==> config.mk <==
export PLATFORM = sky130hd
export DESIGN_NAME = mem_stage_flat
export DESIGN_NICKNAME = d
export VERILOG_FILES = /design/src/rtl/mem_stage_if.sv /design/src/rtl/mem_stage.sv /design/src/flat_wrapper.sv
export SDC_FILE = /design/constraint.sdc
export NUM_CORES = 1
export LEC_CHECK = 0
export ABC_AREA = 1
export ABC_CLOCK_PERIOD_IN_PS = 900
export BUFFER_PORTS_ARGS = -buffer_cell sky130_fd_sc_hd__buf_2
export CAP_MARGIN = 5
export CORE_AREA = 2 2 121 123
export CTS_CLUSTER_DIAMETER = 200
export DETAILED_ROUTE_END_ITERATION = 10
export DIE_AREA = 0 0 123 125
export GPL_TIMING_DRIVEN = 0
export PLACE_DENSITY_LB_ADDON = 0.05
export SYNTH_ARGS = -nofsm -noshare
export SYNTH_HDL_FRONTEND = slang
export SYNTH_SLANG_ARGS = --single-unit
==> constraint.sdc <==
create_clock -name clk -period 0.9 [get_ports clk]
set_input_delay 0.135 -clock clk [delete_from_list [all_inputs] [get_ports clk]]
set_output_delay 0.135 -clock clk [all_outputs]
set_load 0.05 [all_outputs]
==> src/rtl/mem_stage_if.sv <==
// Data-memory bus between the MEM pipeline stage (master) and the data memory (slave).
interface mem_stage_if;
  localparam int unsigned XLEN = 32;

  logic            mem_req;
  logic            mem_we;
  logic [XLEN-1:0] mem_addr;
  logic [XLEN-1:0] mem_wdata;
  logic [XLEN-1:0] mem_rdata;
  logic            mem_ack;

  modport master (
    output mem_req, mem_we, mem_addr, mem_wdata,
    input  mem_rdata, mem_ack
  );

  modport slave (
    input  mem_req, mem_we, mem_addr, mem_wdata,
    output mem_rdata, mem_ack
  );
endinterface

==> src/rtl/mem_stage.sv <==
// MEM pipeline stage: issues data-memory transfers, stalls upstream until ack, feeds MEM/WB.
// Optional feature: define MEM_TIMEOUT_EN to abandon a transfer after 255 un-acked ACCESS cycles.
module mem_stage (
  input  logic        clk,
  input  logic        rst,
  input  logic        WB_EN_IN,
  input  logic        MEM_R_EN_IN,
  input  logic        MEM_W_EN_IN,
  input  logic [31:0] PCIn,
  input  logic [31:0] ALUResIn,
  input  logic [31:0] STValIn,
  input  logic [4:0]  destIn,
  mem_stage_if.master mem,
  output logic        freeze,
  output logic        WB_EN,
  output logic        MEM_R_EN,
  output logic [4:0]  dest,
  output logic [31:0] PC,
  output logic [31:0] ALURes,
  output logic [31:0] MemRes,
  output logic        timeout_err
);

  localparam int unsigned XLEN  = 32;
  localparam int unsigned REG_W = 5;

  typedef enum logic [0:0] {
    IDLE   = 1'b0,
    ACCESS = 1'b1
  } state_t;

  state_t          state;
  logic            pending_c;
  logic            advance_c;
  logic            wb_en_c;
  logic [XLEN-1:0] mem_res_c;
  logic            timeout_hit_c;

`ifdef MEM_TIMEOUT_EN
  localparam int unsigned    TO_W     = 8;
  localparam logic [TO_W-1:0] TO_LIMIT = '1;

  logic [TO_W-1:0] to_cnt;

  assign timeout_hit_c = (state == ACCESS) && !mem.mem_ack && (to_cnt == TO_LIMIT);

  // Counts un-acked ACCESS cycles; held at zero outside ACCESS so each entry starts fresh.
  always_ff @(posedge clk) begin
    if (rst) begin
      to_cnt <= '0;
    end else if (state != ACCESS) begin
      to_cnt <= '0;
    end else if (!mem.mem_ack) begin
      to_cnt <= to_cnt + TO_W'(1);
    end
  end

  always_ff @(posedge clk) begin
    if (rst) begin
      timeout_err <= 1'b0;
    end else if (timeout_hit_c) begin
      timeout_err <= 1'b1;
    end
  end
`else
  assign timeout_hit_c = 1'b0;
  assign timeout_err   = 1'b0;
`endif

  // Decide whether the MEM/WB register takes the current op or a bubble this cycle.
  always_comb begin
    pending_c = MEM_R_EN_IN | MEM_W_EN_IN;
    advance_c = 1'b0;
    wb_en_c   = WB_EN_IN;
    mem_res_c = '0;
    case (state)
      IDLE: begin
        advance_c = !pending_c;
      end
      ACCESS: begin
        if (mem.mem_ack) begin
          advance_c = 1'b1;
          if (MEM_R_EN_IN) begin
            mem_res_c = mem.mem_rdata;
          end
        end else if (timeout_hit_c) begin
          advance_c = 1'b1;
          wb_en_c   = 1'b0;
        end
      end
      default: begin
        advance_c = 1'b0;
      end
    endcase
  end

  assign freeze = !rst && !advance_c;

  // A read wins over a simultaneous write, so the write strobe is masked by the read bit.
  assign mem.mem_req   = (state == ACCESS);
  assign mem.mem_we    = (state == ACCESS) && MEM_W_EN_IN && !MEM_R_EN_IN;
  assign mem.mem_addr  = {ALUResIn[XLEN-1:2], 2'b00};
  assign mem.mem_wdata = STValIn;

  always_ff @(posedge clk) begin
    if (rst) begin
      state    <= IDLE;
      WB_EN    <= 1'b0;
      MEM_R_EN <= 1'b0;
      dest     <= '0;
      PC       <= '0;
      ALURes   <= '0;
      MemRes   <= '0;
    end else begin
      case (state)
        IDLE: begin
          if (pending_c) begin
            state <= ACCESS;
          end
        end
        ACCESS: begin
          if (advance_c) begin
            state <= IDLE;
          end
        end
        default: begin
          state <= IDLE;
        end
      endcase

      if (advance_c) begin
        WB_EN    <= wb_en_c;
        MEM_R_EN <= MEM_R_EN_IN;
        dest     <= destIn;
        PC       <= PCIn;
        ALURes   <= ALUResIn;
        MemRes   <= mem_res_c;
      end else begin
        WB_EN    <= 1'b0;
        MEM_R_EN <= 1'b0;
        dest     <= REG_W'(0);
        PC       <= XLEN'(0);
        ALURes   <= XLEN'(0);
        MemRes   <= XLEN'(0);
      end
    end
  end

endmodule

==> src/flat_wrapper.sv <==
// flat-port wrapper written by rule: the top's interface ports become plain ports
module mem_stage_flat 
  (clk, rst, WB_EN_IN, MEM_R_EN_IN, MEM_W_EN_IN, PCIn, ALUResIn, STValIn, destIn, freeze, WB_EN, MEM_R_EN, dest, PC, ALURes, MemRes, timeout_err, mem_mem_req, mem_mem_we, mem_mem_addr, mem_mem_wdata, mem_mem_rdata, mem_mem_ack);
  mem_stage_if mem_i ();
  input  logic clk;
  input  logic rst;
  input  logic WB_EN_IN;
  input  logic MEM_R_EN_IN;
  input  logic MEM_W_EN_IN;
  input  logic [31:0] PCIn;
  input  logic [31:0] ALUResIn;
  input  logic [31:0] STValIn;
  input  logic [4:0] destIn;
  output logic freeze;
  output logic WB_EN;
  output logic MEM_R_EN;
  output logic [4:0] dest;
  output logic [31:0] PC;
  output logic [31:0] ALURes;
  output logic [31:0] MemRes;
  output logic timeout_err;
  output wire logic [$bits(mem_i.mem_req)-1:0] mem_mem_req;
  output wire logic [$bits(mem_i.mem_we)-1:0] mem_mem_we;
  output wire logic [$bits(mem_i.mem_addr)-1:0] mem_mem_addr;
  output wire logic [$bits(mem_i.mem_wdata)-1:0] mem_mem_wdata;
  input wire logic [$bits(mem_i.mem_rdata)-1:0] mem_mem_rdata;
  input wire logic [$bits(mem_i.mem_ack)-1:0] mem_mem_ack;
  assign mem_mem_req = mem_i.mem_req;
  assign mem_mem_we = mem_i.mem_we;
  assign mem_mem_addr = mem_i.mem_addr;
  assign mem_mem_wdata = mem_i.mem_wdata;
  assign mem_i.mem_rdata = mem_mem_rdata;
  assign mem_i.mem_ack = mem_mem_ack;
  mem_stage u_core (.clk(clk), .rst(rst), .WB_EN_IN(WB_EN_IN), .MEM_R_EN_IN(MEM_R_EN_IN), .MEM_W_EN_IN(MEM_W_EN_IN), .PCIn(PCIn), .ALUResIn(ALUResIn), .STValIn(STValIn), .destIn(destIn), .mem(mem_i), .freeze(freeze), .WB_EN(WB_EN), .MEM_R_EN(MEM_R_EN), .dest(dest), .PC(PC), .ALURes(ALURes), .MemRes(MemRes), .timeout_err(timeout_err));
endmodule
# Word level (Yosys, flattened, before mapping)
# Cells that the tools add are included.
# W data, S select, Z words.
dict set report totals {
  ff_bits 104
  input_bits 139
  out_inout_bits 171
  word_cells 26
}
dict set report classes {
  muxes 5
  n_bitwise 5
  reduce_logical 9
}
# operator count
set ops {}
lappend ops {{$reduce_or A5 Y1} 1}
lappend ops {{$logic_not A1 Y1} 4}
lappend ops {{$not A1 Y1} 4}
lappend ops {{$pmux W1 S2} 2}
lappend ops {{$logic_and A1 B1 Y1} 3}
lappend ops {{$mux W1} 3}
lappend ops {{$reduce_or A2 Y1} 1}
lappend ops {{$or A1 B1 Y1} 1}

# Logic depth before layout (Yosys ltp)
dict set report logic_depth {
  ltp_word 5
  depth_mapped 5
  ltp_nobuf 4
}

# Least setup slack after synthesis
# OpenSTA, ideal clock, no wires.
dict set report synth_path {
  path_type {register -> output}
  from {register u_core.state, in the netlist u_core.mem.mem_req}
  to {output port freeze}
  t_arrival_ps 1705
  required_ps 765
  slack_ps -940
  stages_incl_launch_ff 3
  n_path_buf 0
  path_cell_list {dfxtp_1 > nand2_1 > a21oi_1}
}
dict set report synth_via {
  elab_chain_len 4
}
# item line
set synth_lines {}
lappend synth_lines {{start: declaration} mem_stage.sv:32} ;# state_t state;
lappend synth_lines {{start signal: assignment} mem_stage.sv:107} ;# state <= IDLE;
lappend synth_lines {{start signal: assignment} mem_stage.sv:118} ;# state <= ACCESS;
lappend synth_lines {{start signal: assignment} mem_stage.sv:123} ;# state <= IDLE;
lappend synth_lines {{$not A1 Y1} mem_stage.sv:76} ;# case (state)
lappend synth_lines {{$pmux W1 S2 (*)} mem_stage.sv:76}
lappend synth_lines {{$logic_not A1 Y1 (*)} mem_stage.sv:97} ;# assign freeze = !rst && !advance_c;
lappend synth_lines {{$logic_and A1 B1 Y1 (*)} mem_stage.sv:97}
lappend synth_lines {{end: declaration} flat_wrapper.sv:14} ;# output logic freeze;
# Mark *: on every way between the ends. The rest lies on a longest branch, timed or not.

# Worst setup path in the final report
# Same ends and word-level chain as after synthesis.

==> results_dict.tcl <==
set metrics [dict create \
    grt_overflow 0 \
    grt_pass1_wl_mm 16.5 \
    dr.pass1.iters 2 \
    cp.buffers_inverters 2 \
    critical_path_class "reg -> out" \
    outcome "complete, but fails checks" \
    grt_use_total 0.139 \
    cp-end-kind "output port" \
    grt_pass1_vias 3502 \
    num_rows 44 \
    r2r-start "u_core.mem.mem_req" \
    place_ws_ns -0.232 \
    endpoint "freeze" \
    min_period_ns 1.27 \
    rrSetupSlack_ns -0.37 \
    crit_required_ns 0.76 \
    setup_violations 206 \
    clockPowerShare 0.331 \
    intPower_w 0.00858 \
    stdcell_area_um2 7660 \
    dp_hpwl_mm 7.67 \
    root_buffer "clkbuf_16" \
    cp.arrival_ns 1.14 \
    syn_inst 368 \
    dieArea_um2 15400 \
    grt_max_degree 16 \
    pwr-share-comb 0.262 \
    portBuffers 274 \
    power_density_nw_per_um2 1590 \
    ctsLongestPathBuffers 2 \
    wire_per_inst_um 11.9 \
    htreeDepth 3 \
    path_clk_slew_ns 0.07 \
    slew_viol_final 0 \
    cp_top_family "flip-flops" \
    min_period_over_period 1.41 \
    num_vias 3433 \
    p_sw_w 0.00358 \
    p_total_w 0.0122 \
    drt-total-wl_mm 10.9 \
    n_fill_cell 1227 \
    critPathMaxStageDelay_ns 0.37 \
    critPathLaunch "u_core.mem.mem_req" \
    core_um2 14200 \
    reg2reg_depth 7 \
    drtIter0Drc 71 \
    drive_gt1_frac 0.698 \
    crit_chain "inv_2 > o21ai_4 > a21oi_4 > buf_6" \
    layout_commonest_cell "buf_2" \
    multi_input_area_um2 776 \
    syn-cell-area_um2 3520 \
    die-width_um 123 \
    switching_share 0.294 \
    cp_num_cells 4 \
    synth_top_area_share 0.592 \
    peakVddDrop_v 0.00140 \
    final_cell_mix "171 x buf_2, 103 x dfxtp_2, 102 x buf_8, 72 x inv_1, 71 x nor2_1" \
    synth-seq-cells 104 \
    ios 310 \
    violations "negative setup slack" \
    yosys.area.top_type "dfxtp_1" \
    cts_buffers 9 \
    drc 0 \
    cts_tree "yes" \
    start_util 0.248 \
    cp_max_fo 5 \
    setup_ws_ns -0.373 \
    seqCellArea_um2 2210 \
    dpl_cell_area_um2 5160 \
    grt_setup_unrepaired "yes" \
    max_freq_mhz 785 \
    tns_ns -31.06 \
    ys_top_cells_by_area "dfxtp_1 59%, buf_4 14%, inv_1 7.8%, nor2_1 7.7%, nor3b_1 6.8%" \
    synth_cell_type_count 13 \
    p_seq_frac 0.406 \
    ant_nets 0 \
    finalNetCount 871 \
    worstSkewPairLatency_ns 0.35 \
    r2r-end "u_core.PC[26]" \
    fin_util 0.540 \
    crit_path_top_delay_cell "dfxtp_4" \
    maxCapViolations 0 \
    areaGrowthSynthToFinish_pct 118 \
    avgSynthCellArea_um2 9.56 \
    die_y_um 125 \
    yosys_warnings 0 \
    gp_congestion 0.726 \
    fin_skew_ns 0.00352 \
    via_per_inst 3.74 \
    clock_sinks 104 \
    num_antenna_cells 0 \
    seq_area_frac_synth 0.592 \
    leakage_nw 3.87 \
    finalHoldViolCount 0 \
    start_kind "flip-flop" \
    hold_path_class "in -> reg" \
    antenna_found_initial 0 \
]
-- worst min-delay path: stages --
cell and delay, ns:
buf_2 0.11, inv_1 0.05, nor2_1 0.04
-- cell usage after synthesis --
library cell	instances
nand3_4	1
buf_4	65
nand2_1	4
a21oi_1	2
o21ai_2	1
conb_1	1
buf_2	5
inv_1	73
nor2_1	72
buf_6	7
dfxtp_1	104
nor3b_1	32
clkbuf_1	1
-- metal layers --
metal	vias up	global-route usage	routed length, um
met3	11	0.0730	1350
met1	1536	0.130	3590
li1	1719	-	-
met4	0	0.0488	182
met2	167	0.253	5800
met5	-	0	0
-- power by group through the flow --
stage | clock network [W] | logic (W) | registers, W
6_report | 0.00403 | 0.00319 | 0.00494
5_1_grt | 0.00436 | 0.00336 | 0.00495
4_1_cts | 0.00420 | 0.00313 | 0.00493
3_5_place_dp | 0 | 0.00243 | 0.00494
3_3_place_gp | 0 | 0.00242 | 0.00493
2_1_floorplan | 0 | 0.00113 | 0.00559
-- registers in the layout (all words and copies together) (netlist names) --
signal,flops
u_core.dest,5
u_core.mem.mem_req,1
u_core.MEM_R_EN,1
u_core.WB_EN,1
u_core.ALURes,32
u_core.PC,32
u_core.MemRes,32
-- metrics by stage --
stage / cells / hold slack [ns]
3_5_place_dp: 828 / 0.352
4_1_cts: 917 / 0.000673
3_3_place_gp: 828 / 0.348
5_1_grt: 919 / 0.00469
6_report: 919 / 0.0148
2_1_floorplan: 370 / 0.194
-- worst min-delay path by stage --
stage          slack, ns  cells past startpoint                  to         start
3_5_place_dp        0.35                      2  u_core.mem.mem_req           rst
3_3_place_gp        0.35                      2  u_core.mem.mem_req           rst
5_1_grt            0.005                      3   u_core.ALURes[16]  ALUResIn[16]
4_1_cts           0.0007                      3   u_core.ALURes[26]  ALUResIn[26]
6_report            0.01                      3   u_core.ALURes[16]  ALUResIn[16]
2_1_floorplan       0.19                      1  u_core.mem.mem_req           rst
-- cell type report --
class / instances / area share
multi-input combinational: 115 / 0.101
sequential: 104 / 0.289
clock inverter: 2 / 0.00490
inverter: 73 / 0.0357
clock buffer: 12 / 0.0349
buffer: 78 / 0.0831
tap: 184 / 0.0300
timing repair buffer: 351 / 0.421
-- kinds of logic (layout without fill, tap and decap cells) --
kind of cell	Yosys count	count (layout)	share of synthesized area
DFF	104	104	0.592
AOI/OAI and AO/OA	3	3	0.00534
buffers and inverters	151	516	0.247
and+or+nand+nor	109	109	0.154
other	1	3	0.00107
-- timing repair --
| item | CTS | global route |
|---|---|---|
| setup buffers | 5 | 2 |
| hold buffers | 68 | 0 |
| cloned | 2 | 1 |
| hold endpoints to repair | 68 | 0 |
| pin swaps | 2 | 3 |
| endpoints found under the setup margin | 206 | 208 |
| gates resized for setup | 419 | 43 |
No activity file was read; power rests on OpenSTA's default activity.
